==> src/rtl/mac_seq_pkg.sv <==
// Shared mode and FSM state encodings for the vector MAC sequencer.
package mac_seq_pkg;

  typedef enum logic [1:0] {
    MODE_CLEAR = 2'd0,
    MODE_MULT  = 2'd1,
    MODE_ADD   = 2'd2,
    MODE_SUM0  = 2'd3
  } mode_e;

  typedef enum logic [1:0] {
    IDLE  = 2'd0,
    RUN   = 2'd1,
    DRAIN = 2'd2,
    DONE  = 2'd3
  } state_e;

endpackage

==> src/rtl/mac_seq_acc.sv <==
// Accumulator for mac_seq_ctrl: operand select, unsigned add, sticky overflow.
// Define MAC_SEQ_SAT_EN to clamp at all-ones on overflow instead of wrapping.
module mac_seq_acc
  import mac_seq_pkg::*;
#(
  parameter int unsigned DATA_WIDTH = 4,
  parameter int unsigned ACC_WIDTH  = 14
) (
  input  logic                  clk,
  input  logic                  rst,
  input  logic                  clr,
  input  logic                  en,
  input  mode_e                 mode,
  input  logic [DATA_WIDTH-1:0] a,
  input  logic [DATA_WIDTH-1:0] b,
  output logic [ACC_WIDTH-1:0]  acc,
  output logic                  ovf
);

  localparam int unsigned PROD_W = 2 * DATA_WIDTH;
  // One spare bit above the wider of accumulator and product holds the carry.
  localparam int unsigned EXT_W  = ((ACC_WIDTH > PROD_W) ? ACC_WIDTH : PROD_W) + 1;
  localparam logic [EXT_W-1:0] ACC_MAX = EXT_W'({ACC_WIDTH{1'b1}});

  logic [EXT_W-1:0] term;
  logic [EXT_W-1:0] sum;
  logic             carry;

  always_comb begin
    term = '0;
    case (mode)
      MODE_MULT: term = EXT_W'(a) * EXT_W'(b);
      MODE_ADD:  term = EXT_W'(a) + EXT_W'(b);
      MODE_SUM0: term = EXT_W'(a);
      default:   term = '0;
    endcase
    sum   = EXT_W'(acc) + term;
    carry = (sum > ACC_MAX);
  end

  always_ff @(posedge clk) begin
    if (rst || clr) begin
      acc <= '0;
      ovf <= 1'b0;
    end else if (en) begin
      if (carry) begin
        ovf <= 1'b1;
`ifdef MAC_SEQ_SAT_EN
        acc <= '1;
`else
        acc <= sum[ACC_WIDTH-1:0];
`endif
      end else begin
        acc <= sum[ACC_WIDTH-1:0];
      end
    end
  end

endmodule

==> src/rtl/mac_seq_ctrl.sv <==
// Vector MAC sequencer: walks two synchronous-read operand memories and accumulates.
// Optional MAC_SEQ_SAT_EN selects a saturating accumulator in mac_seq_acc.
module mac_seq_ctrl
  import mac_seq_pkg::*;
#(
  parameter int unsigned DATA_WIDTH = 4,
  parameter int unsigned ADDR_WIDTH = 4,
  parameter int unsigned LEN_WIDTH  = 6,
  parameter int unsigned ACC_WIDTH  = 2 * DATA_WIDTH + LEN_WIDTH
) (
  input  logic                  clk,
  input  logic                  rst,
  input  logic                  start,
  input  logic [1:0]            mode,
  input  logic [LEN_WIDTH-1:0]  vec_len,
  input  logic [ADDR_WIDTH-1:0] base_0,
  input  logic [ADDR_WIDTH-1:0] base_1,
  output logic                  mem_en,
  output logic [ADDR_WIDTH-1:0] addr_0,
  output logic [ADDR_WIDTH-1:0] addr_1,
  input  logic [DATA_WIDTH-1:0] rd_data_0,
  input  logic [DATA_WIDTH-1:0] rd_data_1,
  output logic                  busy,
  output logic                  res_valid,
  input  logic                  res_ready,
  output logic [ACC_WIDTH-1:0]  result,
  output logic                  ovf
);

  state_e                state_q, state_d;
  mode_e                 mode_q, mode_d;
  logic [LEN_WIDTH-1:0]  len_q, len_d;
  logic [LEN_WIDTH-1:0]  cnt_q, cnt_d;
  logic                  drain_q;
  logic                  pipe_v_q;
  logic                  accept_c;
  logic                  zero_len_c;
  logic                  mem_en_d, busy_d, res_valid_d;
  logic [ADDR_WIDTH-1:0] addr_0_d, addr_1_d;
  logic [ACC_WIDTH-1:0]  result_d;
  logic [ACC_WIDTH-1:0]  acc;

  assign accept_c   = (state_q == IDLE) && start;
  assign zero_len_c = (mode_e'(mode) == MODE_CLEAR) || (vec_len == '0);

  always_ff @(posedge clk) begin
    if (rst) state_q <= IDLE;
    else     state_q <= state_d;
  end

  // DRAIN always lasts two cycles so results land vec_len+2 edges after accept.
  always_comb begin
    state_d = state_q;
    case (state_q)
      IDLE:    if (start) state_d = zero_len_c ? DRAIN : RUN;
      RUN:     if (cnt_q == len_q) state_d = DRAIN;
      DRAIN:   if (drain_q) state_d = DONE;
      DONE:    if (res_ready) state_d = IDLE;
      default: state_d = IDLE;
    endcase
  end

  // cnt_q counts memory reads issued so far, including the current one.
  always_comb begin
    mem_en_d    = (state_d == RUN);
    busy_d      = (state_d != IDLE);
    res_valid_d = (state_d == DONE);
    mode_d      = mode_q;
    len_d       = len_q;
    cnt_d       = cnt_q;
    addr_0_d    = addr_0;
    addr_1_d    = addr_1;
    result_d    = result;
    if (accept_c) begin
      mode_d = mode_e'(mode);
      len_d  = vec_len;
      cnt_d  = LEN_WIDTH'(1);
      if (state_d == RUN) begin
        addr_0_d = base_0;
        addr_1_d = base_1;
      end
    end else if (state_q == RUN && state_d == RUN) begin
      cnt_d    = cnt_q + LEN_WIDTH'(1);
      addr_0_d = addr_0 + ADDR_WIDTH'(1);
      addr_1_d = addr_1 + ADDR_WIDTH'(1);
    end
    if (state_q == DRAIN && state_d == DONE) result_d = acc;
  end

  always_ff @(posedge clk) begin
    if (rst) begin
      mode_q    <= MODE_CLEAR;
      len_q     <= '0;
      cnt_q     <= '0;
      drain_q   <= 1'b0;
      pipe_v_q  <= 1'b0;
      mem_en    <= 1'b0;
      busy      <= 1'b0;
      res_valid <= 1'b0;
      addr_0    <= '0;
      addr_1    <= '0;
      result    <= '0;
    end else begin
      mode_q    <= mode_d;
      len_q     <= len_d;
      cnt_q     <= cnt_d;
      drain_q   <= (state_q == DRAIN);
      pipe_v_q  <= mem_en;
      mem_en    <= mem_en_d;
      busy      <= busy_d;
      res_valid <= res_valid_d;
      addr_0    <= addr_0_d;
      addr_1    <= addr_1_d;
      result    <= result_d;
    end
  end

  mac_seq_acc #(
    .DATA_WIDTH(DATA_WIDTH),
    .ACC_WIDTH (ACC_WIDTH)
  ) u_acc (
    .clk  (clk),
    .rst  (rst),
    .clr  (accept_c),
    .en   (pipe_v_q),
    .mode (mode_q),
    .a    (rd_data_0),
    .b    (rd_data_1),
    .acc  (acc),
    .ovf  (ovf)
  );

endmodule

==> config.mk <==
export PLATFORM = sky130hd
export DESIGN_NAME = mac_seq_ctrl
export DESIGN_NICKNAME = d
export VERILOG_FILES = /design/src/rtl/mac_seq_pkg.sv /design/src/rtl/mac_seq_acc.sv /design/src/rtl/mac_seq_ctrl.sv
export SDC_FILE = /design/constraint.sdc
export NUM_CORES = 1
export LEC_CHECK = 0
export ABC_AREA = 1
export CORE_ASPECT_RATIO = 0.7
export CORE_MARGIN = 3
export CORE_UTILIZATION = 55
export CTS_BUF_LIST = sky130_fd_sc_hd__clkbuf_4 sky130_fd_sc_hd__clkbuf_8
export DETAILED_ROUTE_END_ITERATION = 8
export HOLD_SLACK_MARGIN = 0.08
export PLACE_DENSITY = 0.81
export SLEW_MARGIN = 5
export SYNTH_ARGS = -nofsm -noshare
export SYNTH_HDL_FRONTEND = slang
export SYNTH_HIERARCHICAL = 1
export SYNTH_SLANG_ARGS = --single-unit
export TNS_END_PERCENT = 5
==> constraint.sdc <==
create_clock -name clk -period 5.8 [get_ports clk]
set_input_delay 1.74 -clock clk [delete_from_list [all_inputs] [get_ports clk]]
set_output_delay 1.74 -clock clk [all_outputs]
set_load 0.03 [all_outputs]
==> out/metrics.yaml <==
grt:
  grt_pass1_vias: 3376
  grt_overflow: 0
  grt_usage_pct: 24.3
  grt_max_degree: 35
  antenna_found_initial: 0
  grt_pass1_wl_um: 15300
sta:
  skew_ns: 0.00778
  rsz0062_at_grt: "false"
  relSlewSlack_pct: 37.1
  hold_slack_ns: 0.431
  hold_violations: 0
  slew_viol_final: 0
  tns_ns: 0
  finalWorstSetupSlack_ns: 0.381
  period_share_pct: 93.4
  worst_pin_slew_ns: 0.942
  period_minus_slack_ns: 5.42
  setup-violations-final: 0
  clock.fmax_mhz: 185
clocking:
  postCtsSetupBuffers: 0
  cts_root_buf: "clkbuf_8"
  htreeDepth: 3
  clk_latency_ns: 0.33
  cts_tree: "yes"
  cts_num_sinks: 58
  cts_buffers: 9
  clk_path_buf_depth: 2
  clk_pin_slew_ns: 0.07
yosys:
  syn-num-nets: 592
  yosys.area.top_type: "dfxtp_1"
  ys_ff_latch: 58
  synth.top_cells.by_count: "nand2_1 (130), inv_1 (69), dfxtp_1 (58)"
  yosysMostFrequentCell: "nand2_1"
  yosys.cell_types.count: 34
  ys_seq_area_share_pct: 31.5
  syn_inst: 531
  avgSynthCellArea_um2: 6.94
  ys_warn_count: 6
  synth_edf_count: 0
  ys.flop_type: "dfxtp_1"
  ys_async_sr_fraction_pct: 0
  syn-cell-area_um2: 3690
  yosysTopAreaCellShare_pct: 31.5
  ys_top_cells_by_area: "dfxtp_1 (32%), nand2_1 (13%), ha_1 (9.2%)"
cells_and_area:
  fillers: 546
  seq_area_um2: 1160
  antenna_cells: 0
  fin_area_um2: 4480
  final_layout_size_suffix_gt1_share_pct: 6.15
  nNetsFinal: 641
  multi_input_area_um2: 2150
  synthToLayoutAreaGrowth_pct: 21.6
route:
  antenna_left: 0
  routed_via_density: 5.29
  routed-via-count: 3573
  drcViolationCount: 0
  drtIter0Drc: 195
  drt_wl_total_um: 9230
  wl_per_cell_um: 13.6
  firstDrtPassIters: 5
run:
  max_cap_violations: 0
critical_path:
  crit_required_ns: 6.02
  path_class: "input port to flip-flop"
  crit_path_start_kind: "input port"
  arrival_ns: 5.64
  path_max_fanout: 6
  end_kind: "flip-flop"
place:
  place_hpwl_um: 6670
  port_buffers: 53
  place_ws_ns: 0.0593
  gp_congestion: 0.901
  dpl_cell_area_um2: 4230
power:
  comb_power_share_pct: 25.8
  seq_power_share_pct: 36.9
  p_clk_share_pct: 37.3
  p_leak_nw: 2.06
  p_per_area_nw_per_um2: 280
  ir_worst_vdd_mv: 0.202
  internal_power_w: 0.000863
  switchingPower_w: 0.000394
  power_w: 0.00126
  switching_share_pct: 31.3
floorplanning:
  die_w_um: 104
  io_pins: 54
  rows: 24
  dieArea_um2: 7740
  die-height_um: 74.5
  floorplan.core_area_um2: 6370
  initial_utilization_pct: 57.9
run_status:
  status: "finished clean"
hold_path:
  hold_class: "flip-flop to flip-flop"
[final cells by class]
class                      count  area share [%]
clock buffer                  11            3.38
clock inverter                 5            2.23
inverter                      70            5.86
multi-input combinational    387            48.0
sequential                    58            25.9
tap                           91            2.54
timing repair buffer          54            12.1
[through the flow]
stage | instances | util [%]
floorplan | 531 | -
global placement | 660 | 66.4
detailed placement | 660 | 66.4
CTS | 676 | 70.4
global route | 676 | 70.4
finish | 676 | 70.4
[critical path, cell delays in order]
cell and delay (ns):
clkdlybuf4s50_1 0.56, ha_1 0.18, inv_1 0.08, fa_1 0.54, inv_1 0.05, ha_1 0.29, ha_1 0.36, a21oi_1 0.20
o21ai_0 0.11, a21oi_1 0.17, nand2_1 0.07, nand2_1 0.06, nor2_1 0.04, ha_1 0.33, nand2_1 0.12, inv_1 0.05
a21boi_0 0.25, nand3_2 0.18, a21oi_1 0.17, nor2_1 0.06
[kinds of logic (layout without fill, tap and decap cells)]
| family | Yosys count | after routing | share of synthesized area [%] |
|---|---|---|---|
| flops | 58 | 58 | 31.5 |
| fa+ha+maj | 33 | 33 | 12.4 |
| xor+xnor | 11 | 11 | 2.61 |
| compound gates | 96 | 96 | 13.7 |
| simple gates | 247 | 247 | 29.7 |
| buf+inv | 86 | 140 | 10.1 |
[power by group through the flow]
stage                     sequential (W)  combinational [W]  clock, W
after floorplan                 0.000489           0.000207         0
after global placement          0.000469           0.000307         0
after detailed placement        0.000471           0.000320         0
after CTS                       0.000463           0.000323  0.000475
after global routing            0.000467           0.000363  0.000489
final                           0.000463           0.000324  0.000469
[registers in the layout (all words and copies together), names as in the netlist, 2 cells and up]
signal and flops:
state_q 2, result 14, len_q 6, addr_1 4
u_acc/acc 14, addr_0 4, cnt_q 6, mode_q 2
[layer usage]
layer	GRT usage (%)	routed length, um
met5	0	0
met4	6.49	78
met3	7.37	541
met2	39.3	4200
met1	32.3	4400
[placed cells by master (no fill, tap or decap), drive strengths merged, types with 6 or more instances in the layout]
| cell | synthesis | routed |
|---|---|---|
| nor2 | 54 | 54 |
| xnor2 | 6 | 6 |
| a21oi | 55 | 55 |
| clkbuf | 6 | 11 |
| nand3 | 35 | 35 |
| ha | 27 | 27 |
| inv | 69 | 69 |
| nand4 | 10 | 10 |
| clkdlybuf4s50 | 0 | 52 |
| dfxtp | 58 | 58 |
| fa | 6 | 6 |
| o21ai | 38 | 38 |
| nand2 | 137 | 137 |
[what timing repair did]
| item | CTS | global route |
|---|---|---|
| setup endpoints to repair | 0 | 1 |
| gates resized for setup | 0 | 1 |
| hold buffers | 0 | 0 |
[path summary, 6_finish.rpt]
kind | from | to | slack (ns) | cells after the start
max | rd_data_0[2] | u_acc/acc[13]$_SDFFE_PP0P_ | 0.38 | 20
min | mem_en$_SDFF_PP0_ | pipe_v_q$_SDFF_PP0_ | 0.43 | 2
max reg2reg | state_q[0]$_SDFF_PP0_ | u_acc/acc[2]$_SDFFE_PP0P_ | 3.37 | 6
min reg2reg | mem_en$_SDFF_PP0_ | pipe_v_q$_SDFF_PP0_ | 0.43 | 2
(Power assumes the default switching activity.)
